--- config.mk ---
export PLATFORM = sky130hd
export DESIGN_NAME = vram_arbiter
export DESIGN_NICKNAME = d
export VERILOG_FILES = /design/src/rtl/vram_arbiter.sv
export SDC_FILE = /design/constraint.sdc
export NUM_CORES = 1
export LEC_CHECK = 0
export CORE_MARGIN = 3
export CORE_UTILIZATION = 45
export CTS_CLUSTER_DIAMETER = 120
export DETAILED_ROUTE_END_ITERATION = 10
export DONT_BUFFER_PORTS = 1
export PLACE_DENSITY = 0.63
export SLEW_MARGIN = 20
export SYNTH_ARGS = -nofsm -noshare
export SYNTH_HDL_FRONTEND = slang
export SYNTH_SLANG_ARGS = --single-unit
--- constraint.sdc ---
create_clock -name clock -period 1.8 [get_ports clock]
set_input_delay 0.36 -clock clock [delete_from_list [all_inputs] [get_ports clock]]
set_output_delay 0.36 -clock clock [all_outputs]
set_load 0.05 [all_outputs]
--- src/rtl/vram_arbiter.sv ---
// vram_arbiter
// Shares the single vram access port between the video fetch path and a CPU
// req/ack requester. Video always wins the port and has a fixed read latency.
// The CPU side is a three-state FSM (IDLE, RDWAIT, DONE). A tag pipeline
// routes returning ram_q data to the right consumer.
// Optional feature macro: VRAM_ARB_STATS_EN adds a saturating CPU stall counter.
// When the macro is not defined, stall_count is tied to 0 and stats_clr is ignored.
module vram_arbiter #(
    parameter int ADDR_W      = 14,
    parameter int DATA_W      = 8,
    parameter int RAM_LATENCY = 1
) (
    input  logic              clock,
    input  logic              reset,
    input  logic              vid_req,
    input  logic [ADDR_W-1:0] vid_addr,
    output logic              vid_valid,
    output logic [DATA_W-1:0] vid_data,
    input  logic              cpu_req,
    input  logic              cpu_we,
    input  logic [ADDR_W-1:0] cpu_addr,
    input  logic [DATA_W-1:0] cpu_wdata,
    output logic              cpu_ack,
    output logic [DATA_W-1:0] cpu_rdata,
    output logic [ADDR_W-1:0] ram_address,
    output logic              ram_wren,
    output logic [DATA_W-1:0] ram_data,
    input  logic [DATA_W-1:0] ram_q,
    output logic [15:0]       stall_count,
    input  logic              stats_clr
);

    typedef enum logic [1:0] {
        S_IDLE   = 2'd0,
        S_RDWAIT = 2'd1,
        S_DONE   = 2'd2
    } state_t;

    state_t state_q, state_d;

    logic              vid_grant;
    logic              cpu_grant;
    logic [ADDR_W-1:0] addr_q, addr_d;

    // Stage k of the tag pipeline is occupied in cycle T+1+k for an access
    // issued in cycle T; the last stage lines up with valid ram_q data.
    logic [RAM_LATENCY-1:0] vid_tag_q, vid_tag_d;
    logic [RAM_LATENCY-1:0] cpu_tag_q, cpu_tag_d;
    logic                   vid_exit;
    logic                   cpu_exit;

    logic              vid_valid_q, vid_valid_d;
    logic [DATA_W-1:0] vid_data_q, vid_data_d;
    logic [DATA_W-1:0] cpu_rdata_q, cpu_rdata_d;

    assign vid_exit = vid_tag_q[RAM_LATENCY-1];
    assign cpu_exit = cpu_tag_q[RAM_LATENCY-1];

    // Port grant: video has absolute priority; the CPU may issue only from IDLE.
    always_comb begin
        vid_grant = vid_req;
        cpu_grant = 1'b0;
        if (!vid_req && (state_q == S_IDLE) && cpu_req) begin
            cpu_grant = 1'b1;
        end
    end

    // Drive the vram port from the grant; address holds when nobody issues.
    always_comb begin
        addr_d = addr_q;
        if (vid_grant) begin
            addr_d = vid_addr;
        end else if (cpu_grant) begin
            addr_d = cpu_addr;
        end
        ram_address = addr_d;
        ram_wren    = cpu_grant & cpu_we & ~reset;
        ram_data    = cpu_wdata;
    end

    // Shift issued reads down the tag pipeline.
    always_comb begin
        vid_tag_d    = '0;
        cpu_tag_d    = '0;
        vid_tag_d[0] = vid_grant;
        cpu_tag_d[0] = cpu_grant & ~cpu_we;
        for (int i = 1; i < RAM_LATENCY; i++) begin
            vid_tag_d[i] = vid_tag_q[i-1];
            cpu_tag_d[i] = cpu_tag_q[i-1];
        end
    end

    // Capture returning read data for whichever requester owns the exiting tag.
    always_comb begin
        vid_valid_d = vid_exit;
        vid_data_d  = vid_exit ? ram_q : vid_data_q;
        cpu_rdata_d = cpu_exit ? ram_q : cpu_rdata_q;
    end

    // CPU FSM next state: writes ack in the following cycle, reads wait for data.
    always_comb begin
        state_d = state_q;
        case (state_q)
            S_IDLE: begin
                if (cpu_grant) begin
                    state_d = cpu_we ? S_DONE : S_RDWAIT;
                end
            end
            S_RDWAIT: begin
                if (cpu_exit) begin
                    state_d = S_DONE;
                end
            end
            S_DONE: begin
                state_d = S_IDLE;
            end
            default: begin
                state_d = S_IDLE;
            end
        endcase
    end

    // All arbiter state registers.
    always_ff @(posedge clock or posedge reset) begin
        if (reset) begin
            state_q     <= S_IDLE;
            addr_q      <= '0;
            vid_tag_q   <= '0;
            cpu_tag_q   <= '0;
            vid_valid_q <= 1'b0;
            vid_data_q  <= '0;
            cpu_rdata_q <= '0;
        end else begin
            state_q     <= state_d;
            addr_q      <= addr_d;
            vid_tag_q   <= vid_tag_d;
            cpu_tag_q   <= cpu_tag_d;
            vid_valid_q <= vid_valid_d;
            vid_data_q  <= vid_data_d;
            cpu_rdata_q <= cpu_rdata_d;
        end
    end

    assign vid_valid = vid_valid_q;
    assign vid_data  = vid_data_q;
    assign cpu_ack   = (state_q == S_DONE);
    assign cpu_rdata = cpu_rdata_q;

`ifdef VRAM_ARB_STATS_EN
    logic        cpu_denied;
    logic [15:0] stall_q, stall_d;

    assign cpu_denied = (state_q == S_IDLE) && cpu_req && vid_req;

    // Saturating count of cycles the CPU was refused the port; clear wins.
    always_comb begin
        stall_d = stall_q;
        if (stats_clr) begin
            stall_d = '0;
        end else if (cpu_denied && (stall_q != 16'hFFFF)) begin
            stall_d = stall_q + 16'd1;
        end
    end

    // Stall counter register.
    always_ff @(posedge clock or posedge reset) begin
        if (reset) begin
            stall_q <= '0;
        end else begin
            stall_q <= stall_d;
        end
    end

    assign stall_count = stall_q;
`else
    logic unused_stats_clr;

    assign unused_stats_clr = stats_clr;
    assign stall_count      = 16'd0;
`endif

endmodule
# Yosys cells after proc, flatten, opt, wreduce, memory -nomap -nowiden
# Cells that the tools add are included.
[totals]
register_bits = 35
latch_bits = 0
ramBits = 0
romBits = 0
input_bits = 50
output_inout_bits = 57
mem_count = 0
[classes]
add_sub_neg = 0
multipliers = 0
n_div = 0
n_lt_le_gt_ge = 0
n_eq_ne = 4
shifts = 0
mux = 7
bitwise = 5
n_reduce_logical = 5
[ops]
columns = ["op", "n"]
rows = [
  ["$mux W14", 2],
  ["$mux W2", 3],
  ["$ne A2 B2 Y1 const B", 2],
  ["$pmux W2 S2", 1],
  ["$and A1 B1 Y1", 3],
  ["$eq A2 B1 Y1 const B", 1],
  ["$eq A2 B2 Y1 const B", 1],
  ["$logic_and A1 B1 Y1", 2],
  ["$logic_not A2 Y1", 1],
  ["$not A1 Y1", 2],
  ["$reduce_and A2 Y1", 1],
  ["$logic_not A1 Y1", 1],
  ["$mux W1", 1],
]

# Logic depth before layout (Yosys ltp)
[depth]
depth_word = 6
mapped_depth = 5
depth_no_buf = 3

# Worst setup path after synthesis
# OpenSTA, ideal clock, no wires.
[synth_path]
path_type = "input to output"
start = "input vid_req"
end = "output ram_wren"
t_arrival_ns = 1.755
path_slack_ns = -0.315
stages = 5
n_path_buf = 2
cell_sequence = "buf_6 -> nor4b_4 -> buf_6 -> nand2_1 -> nor2_1"
[synth_via]
elab_chain_len = 6
[synth_lines]
columns = ["element", "line_no", "text"]
rows = [
  ["from (decl)", "15", "input logic vid_req,"],
  ["$logic_not A1 Y1", "63", "if (!vid_req && (state_q == S_IDLE) && cpu_req) begin"],
  ["$logic_and A1 B1 Y1 (2 in series)", "63", ""],
  ["$mux W1", "63", ""],
  ["$and A1 B1 Y1 (2 in series)", "77", "ram_wren = cpu_grant & cpu_we & ~reset;"],
  ["to (decl)", "26", "output logic ram_wren,"],
]
# Every way passes these cells.

# Final worst setup path
[layout_path]
start = "register state_q[0]"
end = "output ram_address[0]"
[layout_via]
elab_chain_len = 6
[layout_lines]
columns = ["element", "line_no", "text"]
rows = [
  ["from (decl)", "39", "state_t state_q, state_d;"],
  ["from (signal assigned)", "134", "state_q <= state_d;"],
  ["$logic_not A2 Y1", "63", ""],
  ["$logic_and A1 B1 Y1 (2 in series)", "63", ""],
  ["$mux W1", "63", ""],
  ["$mux W14", "73", "end else if (cpu_grant) begin"],
  ["$mux W14", "71", "if (vid_grant) begin"],
  ["to (decl)", "25", "output logic [ADDR_W-1:0] ram_address,"],
]
# Every way passes these cells.

==> impl_metrics.csv <==
group,metric,value,unit
sta,setup_violations,15,
final_layout,final_area,1800,um2
sta,fin_skew,10.0,ps
detailed_routing,routed_wl,3010,um
run_status,outcome,"complete, but fails checks",
critical_path,cp.arrival,1750,ps
sta,timing_hold_violations_final,0,
final_layout,num-fill-cells,282,
critical_path,crit_fanout,8,
critical_path,critPathCapture,"ram_address[0]",
sta,final.period_utilization,117,%
power,p_comb_share,26.8,%
clock_tree,ctsHoldBuffers,1,
final_layout,area_growth,13.3,%
die,die_w,65.4,um
detailed_routing,post-route-drc-count,0,
logic_synthesis,ys_warn_count,0,
logic_synthesis,synth.area.top_cells,"dfrtp_1 (55%), buf_4 (11%), mux2_2 (11%)",
global_route,track_usage,15.1,%
global_route,antenna_found_initial,0,
logic_synthesis,synthArstFlopShare,100,%
die,boundaryPins,107,
critical_path,r2r_start,"state_q[0]",
critical_path,cp.required,1440,ps
clock_tree,clkTransAtPathRegs,110,ps
logic_synthesis,synth_most_common_cell,"dfrtp_1",
logic_synthesis,ys_seq_elements,35,
worst_hold_path,min_path_type,"in2reg",
critical_path,reg2reg_depth,5,
logic_synthesis,ys_seq_area_share,55.2,%
final_layout,finalCoreUtilization,56.1,%
sta,drv_slew,0,
power,switching_power,1240,uW
sta,fmax,474,MHz
logic_synthesis,syn_area,1590,um2
logic_synthesis,synth_flop_cell,"dfrtp_1",
die,fp-row-count,20,
clock_tree,clockBufferDepth,2,
power,power.leakage,0.000830,uW
final_layout,drive_gt1_share,41.6,%
sta,worstMarginPinSlew,522,ps
critical_path,crit_type,"reg2out",
global_route,grt_pass1_vias,1004,
sta,rsz0062_at_grt,"yes",
placed_design,gp_congestion,0.610,
global_route,grt_max_degree,36,
clock_tree,cts_root_buf,"clkbuf_4",
power,p_per_area,1570,nW/um2
logic_synthesis,synth_edf_count,0,
final_layout,seq_area,876,um2
power,pwr-share-clk,20.5,%
power,power.internal,1590,uW
critical_path,worstSetupStartpointType,"flip-flop",
global_route,grt_pass1_wl,4840,um
final_layout,diodes,0,
detailed_routing,drt_iter0_markers,25,
die,coreArea,3200,um2
logic_synthesis,synth_top_area_share,55.2,%
clock_tree,cts_tree,"done",
final_layout,nets,174,
logic_synthesis,yosysTopAreaCell,"dfrtp_1",
die,die_y,65.4,um
placed_design,place_area,1580,um2
logic_synthesis,avgSynthCellArea,13.1,um2
clock_tree,htreeDepth,2,
placed_design,dpl.hpwl,2230,um
clock_tree,clk_latency,330,ps
critical_path,r2r-end,"addr_q[0]",
die,die-area,4270,um2
critical_path,setup.worst_path.start,"state_q[0]",
sta,layout_setup_ws,-310,ps
clock_tree,cts_buffers,5,
power,swShare,43.8,%
detailed_routing,vias_per_cell,5.22,
sta,period_minus_slack,2110,ps
logic_synthesis,ys_top_cells_by_count,"dfrtp_1 (35), buf_4 (24), mux2_2 (16)",
critical_path,end_kind,"output pin",
placed_design,port_buffers,0,
die,initial_utilization,49.5,%
detailed_routing,ant_nets,0,
detailed_routing,wire_per_inst,17.8,um
detailed_routing,firstDrtPassIters,2,
worst_hold_path,worstHoldPathCells,0,
run_status,failed_checks,"setup timing",
sta,relSlewSlack,65.1,%
clock_tree,clkSinkCount,35,
global_route,grt-ovfl-total,0,
power,seqPwrFrac,52.6,%
final_layout,multi_input_area,663,um2
detailed_routing,vias,883,
logic_synthesis,synth_cell_types,15,
logic_synthesis,synthCells,121,
critical_path,reg2reg_setup_slack,300,ps
power,vdd_drop_max,918,uV
flow_run,maxCapViolCount,0,
-- worst min-delay path by stage --
stage | from | to | slack [ps]
floorplan | vid_exit | vid_valid | 350
global placement | reset | addr_q[4] | 370
detailed placement | reset | addr_q[4] | 380
CTS | vid_req | vid_exit | 20
global route | vid_req | vid_exit | -1
finish | vid_req | vid_exit | 50
-- layout by cell type, fill, tap and decap left out, types with 2 or more instances in the layout --
| cell type | count |
|---|---|
| buf_4 | 7 |
| buf_12 | 2 |
| a21o_4 | 14 |
| a22o_1 | 14 |
| conb_1 | 16 |
| nor2b_1 | 2 |
| dfrtp_1 | 35 |
| clkbuf_4 | 5 |
| mux2_2 | 16 |
| nor2_4 | 2 |
-- final cells by class --
class | instances | share of cell area [%]
Multi-Input combinational cell | 70 | 36.9
Tap cell | 44 | 3.06
Timing Repair Buffer | 11 | 6.33
Sequential cell | 35 | 48.7
Inverter | 1 | 0.209
Clock inverter | 2 | 1.95
Clock buffer | 6 | 2.85
-- through the flow --
| stage | setup TNS, ps | std cells | power, uW | setup WS (ps) | hold slack [ps] |
|---|---|---|---|---|---|
| after floorplan | -10.1 | 136 | 2130 | -10.1 | 352 |
| after global placement | 0 | 158 | 2160 | 14.2 | 367 |
| after detailed placement | -22.3 | 158 | 2180 | -9.00 | 380 |
| after CTS | -4320 | 167 | 2850 | -341 | 21.1 |
| after global routing | -6110 | 169 | 2960 | -428 | -1.13 |
| final | -4500 | 169 | 2820 | -310 | 48.9 |
-- timing repair --
item	CTS	global route
resized for setup	21	2
endpoints found under the setup margin	15	15
hold endpoints to repair	20	1
pin swaps	4	9
buffers inserted	0	2
gates cloned	0	0
-- worst max-delay path, stage by stage (launching register included) --
cell and delay, ps:
dfrtp_1 420, nor4b_4 380, buf_4 190, buf_12 110, a22o_1 140, a21o_4 180
-- logic make-up after synthesis --
kind of cell | synth area share [%]
multiplexers | 11.4
buffers and inverters | 14.4
other | 0.236
AND/OR/NAND/NOR | 3.63
AO/OA/AOI/OAI | 15.1
flip-flops | 55.2
-- power by group through the flow --
stage               registers, uW  clock network, uW  logic (uW)
CTS                          1490                605         750
global placement             1490                  0         663
detailed placement           1500                  0         675
floorplan                    1460                  0         672
finish                       1490                580         758
global route                 1510                645         803
-- state kept, by name, summed over array words and instances (netlist names) --
register and cells:
cpu_rdata 8, vid_data 8, addr_q 14, state_q 2, vid_valid 1, cpu_exit 1
vid_exit 1
-- routing by layer --
| metal | routed length, um | global-route usage, % |
|---|---|---|
| met3 | 342 | 6.32 |
| met5 | 0 | 0 |
| met1 | 1050 | 16.7 |
| met2 | 1580 | 25.2 |
| met4 | 29 | 6.99 |
(Power assumes the default switching activity.)
==> RTL edit 1, RTL diff (same flow settings) <==
The parameter `RAM_LATENCY` goes from 1 to 2.
--- a/src/rtl/vram_arbiter.sv
+++ b/src/rtl/vram_arbiter.sv
@@ -8,7 +8,7 @@
 module vram_arbiter #(
     parameter int ADDR_W      = 14,
     parameter int DATA_W      = 8,
-    parameter int RAM_LATENCY = 1
+    parameter int RAM_LATENCY = 2
 ) (
     input  logic              clock,
     input  logic              reset,
Function: changed (a bounded check fails within 4 cycles, from zero or initial values and one cycle with reset high).
==> RTL edit 1 against the original RTL <==
  * The run still ends with setup timing left
  * Setup slack improved by 0.041 ns
  * Wire length decreased by 1.1%
  * Sequential cell count increased by 2
  * First-iteration DRC count unchanged
  * Final area increased by 2.2%
  * Clock skew decreased by 0.0037 ns
  * Area after synthesis increased by 3.2%
  * Global-route usage decreased by 1.3 points
  * Count of clock-buffer cells in the layout decreased by 1
  * Combinational power about the same
  * Power increased by 5.3%
  * Critical endpoint is now ram_address[3]
==> RTL edit 1: results <==
metrics = {
    "placed_design": {
        "hpwl_mm": 2.18,
        "dpl_cell_area_um2": 1620,
        "place_congestion": 0.707,
        "pre_cts_ws_ns": -0.162,
    },
    "finish": {
        "nets": 176,
        "buffer_area_frac": 0.0640,
        "drive_gt1_frac": 0.394,
        "fillers": 288,
        "seq_share": 0.504,
        "instances_no_fill": 173,
        "stdcell_area_um2": 1840,
        "n_clock_buffer": 5,
    },
    "sta": {
        "tns_ns": -3.69,
        "fin_ws_ns": -0.269,
        "fin_worst_skew_ns": 0.00629,
        "finalSetupViolCount": 15,
        "worst_pin_slew_ns": 0.622,
    },
    "yosys": {
        "syn-cell-area_um2": 1640,
        "seq_area_frac_synth": 0.566,
        "syn_inst": 123,
        "synth_common_cells": "37 x dfrtp_1, 24 x buf_4, 16 x mux2_2",
    },
    "global_route": {
        "grt_pass1_wl_mm": 4.24,
        "grt_start_max_net_pins": 23,
        "gr-usage-all-layers": 0.138,
        "grt_pass1_vias": 942,
    },
    "power": {
        "p_seq_mw": 1.53,
        "leakagePower_nw": 0.854,
    },
    "status": {
        "status": "finished with violations",
        "violations": "setup timing",
    },
    "routing": {
        "wl_per_cell_um": 17.2,
    },
}
-- RTL edit 1: cell types whose count changed in the layout (fill, tap and decap cells not counted) --
cell	unedited run	this run
buf_6	1	2
a21o_2	0	4
nand2_1	1	2
buf_2	0	1
clkbuf_8	1	0
dlygate4sd3_1	1	2
buf_4	7	4
dfrtp_1	35	37
nand2_4	1	0
bufinv_16	1	2
a21o_4	14	10
-- RTL edit 1: path summary, 6_finish.rpt --
check	startpoint	to	slack [ns]	depth (start not counted)
worst min-delay path	cpu_we	cpu_tag_q[0]	0.1	1
worst min register to register	cpu_tag_q[0]	cpu_tag_q[1]	0.36	0
worst max-delay path	state_q[0]	ram_address[3]	-0.27	5
worst max register to register	state_q[0]	addr_q[5]	0.30	4
max in group asynchronous	reset	vid_data[7]	0.73	3
min in group asynchronous	reset	addr_q[1]	0.54	2
-- RTL edit 1: metal layers --
layer	global-route usage	wire, µm
met1	0.133	1080
met2	0.235	1540
met3	0.0544	320
met4	0.0990	38
met5	0	0
==> RTL edit 2, RTL diff (same flow settings) <==
Made on the original files. Take the reset off `addr_q`, `vid_data_q` and `cpu_rdata_q` and load them in a clocked block of their own.
--- a/src/rtl/vram_arbiter.sv
+++ b/src/rtl/vram_arbiter.sv
@@ -124,21 +124,21 @@
     always_ff @(posedge clock or posedge reset) begin
         if (reset) begin
             state_q     <= S_IDLE;
-            addr_q      <= '0;
             vid_tag_q   <= '0;
             cpu_tag_q   <= '0;
             vid_valid_q <= 1'b0;
-            vid_data_q  <= '0;
-            cpu_rdata_q <= '0;
         end else begin
             state_q     <= state_d;
-            addr_q      <= addr_d;
             vid_tag_q   <= vid_tag_d;
             cpu_tag_q   <= cpu_tag_d;
             vid_valid_q <= vid_valid_d;
-            vid_data_q  <= vid_data_d;
-            cpu_rdata_q <= cpu_rdata_d;
         end
+    end
+
+    always_ff @(posedge clock) begin
+        addr_q      <= addr_d;
+        vid_data_q  <= vid_data_d;
+        cpu_rdata_q <= cpu_rdata_d;
     end
 
     assign vid_valid = vid_valid_q;
Check against the original RTL: not equivalent (Yosys sat finds a counterexample within 4 cycles, from zero or initial values and one cycle with reset high).
==> RTL edit 2 against the original RTL <==
  * The run still ends with setup timing left
  * Sequential cell count stayed put
  * Count of clock-buffer cells in the layout did not move
  * Wire length shrank 12%
  * Area after synthesis shrank 11%
  * Power decreased by 25%
  * Worst hold slack improved by 0.014 ns
  * Sequential power shrank 28%
  * Setup slack better by 0.074 ns
  * Final area shrank 9.8%
  * Clock skew up 0.0020 ns
  * Critical endpoint is now ram_address[6]
  * Largest cell class unchanged
==> RTL edit 2: results <==
metrics = {
    "sta": {
        "fin_worst_skew_ns": 0.0120,
        "fin_ws_ns": -0.237,
        "finalSetupViolCount": 14,
        "tns_ns": -3.16,
    },
    "global_route": {
        "gr-usage-all-layers": 0.137,
        "grt_start_max_net_pins": 19,
        "grt_pass1_wl_mm": 3.97,
        "grt_pass1_vias": 769,
    },
    "yosys": {
        "ys_types": 20,
        "synthMuxAreaShare": 0,
        "synth_common_cells": "24 x buf_4, 16 x edfxtp_1, 15 x a21o_1",
        "synth_area_leaders": "edfxtp_1 34%, dfxtp_1 20%, buf_4 13%",
        "synth_compound_area_frac": 0.171,
        "syn_inst": 104,
        "async_flop_share": 0.143,
        "synth_ff_type": "edfxtp_1",
        "synth_edf_count": 16,
        "seq_area_frac_synth": 0.625,
        "yosys.area.top_type": "edfxtp_1",
    },
    "routing": {
        "wl_per_cell_um": 17.3,
        "first_pass_iters": 4,
        "viasPerCell": 5.06,
        "drt_iter0_markers": 19,
    },
    "power": {
        "irDropWorstVdd_uv": 816,
        "leakagePower_nw": 0.669,
    },
    "finish": {
        "drive_gt1_frac": 0.306,
        "instances_no_fill": 153,
        "nets": 160,
        "antenna_cells": 0,
    },
    "worst_setup_path": {
        "r2r-end": "addr_q[6]",
        "reg2reg_from": "state_q[1]",
        "arrival_ns": 1.68,
        "path_max_fanout": 10,
    },
    "placed_design": {
        "hpwl_mm": 1.98,
        "place_congestion": 0.638,
        "dp.cells": 137,
    },
    "worst_hold_path": {
        "min_to": "vid_exit",
    },
    "status": {
        "violations": "setup timing",
        "status": "finished with violations",
    },
    "cts": {
        "clk_pin_slew_worst_paths_ns": 0.09,
    },
}
-- RTL edit 2: layer usage --
metal / track usage / wire length, µm / up-vias
li1: - / - / 348
met1: 0.126 / 820 / 357
met2: 0.247 / 1490 / 59
met3: 0.0757 / 302 / 10
met4: 0.0552 / 32 / 0
met5: 0 / 0 / -
-- RTL edit 2: how the worst max path moves through the flow --
| stage | startpoint | end | slack [ns] | cells after the start |
|---|---|---|---|---|
| after floorplan | vid_req | ram_address[10] | -0.007 | 5 |
| after global placement | cpu_req | ram_address[13] | -0.17 | 3 |
| after detailed placement | cpu_req | ram_address[7] | -0.21 | 3 |
| after CTS | state_q[0] | ram_address[11] | -0.25 | 4 |
| after global routing | state_q[1] | ram_address[6] | -0.32 | 5 |
| final | state_q[1] | ram_address[6] | -0.24 | 5 |
-- RTL edit 2: worst max-delay path, cell delays in order (launching register included) --
cell     delay, ns
dfrtp_1       0.43
nor4b_4       0.31
buf_4         0.17
nor2_4        0.05
buf_12        0.14
a21o_4        0.27
-- RTL edit 2: cells by family after synthesis --
group / after synthesis
compound gates: 30
buf+inv: 29
flops: 35
other cells: 1
simple gates: 9
-- RTL edit 2: area by class of cell --
| cell class | count | area (µm²) |
|---|---|---|
| clock buffer | 6 | 41.3 |
| multi-input combinational | 55 | 498 |
| fill | 248 | 1250 |
| sequential | 35 | 886 |
| inverter | 1 | 3.75 |
| clock inverter | 2 | 7.51 |
| tap | 42 | 52.6 |
| timing repair buffer | 12 | 133 |
-- RTL edit 2: power by group --
group          internal (mW)  switching, mW
Sequential             0.937          0.129
Clock                  0.145          0.229
Combinational          0.236          0.447
Total                   1.32          0.806
-- RTL edit 2: per-stage QoR --
step | setup slack (ns) | hold slack (ns) | total power, mW | cell area (µm²)
global placement | -0.169 | 0.163 | 1.66 | 1430
CTS | -0.250 | 0.0392 | 2.12 | 1580
detailed placement | -0.206 | 0.169 | 1.68 | 1430
finish | -0.237 | 0.0626 | 2.12 | 1620
floorplan | -0.00704 | 0.139 | 1.69 | 1570
global route | -0.323 | 0.0199 | 2.24 | 1620
-- RTL edit 2: timing repair --
item | in CTS | in global routing
setup endpoints to repair | 14 | 16
hold buffers | 1 | 0
endpoints found under the hold margin | 5 | 0
setup buffers | 4 | 3
gates resized for setup | 12 | 3
pin swaps | 2 | 14
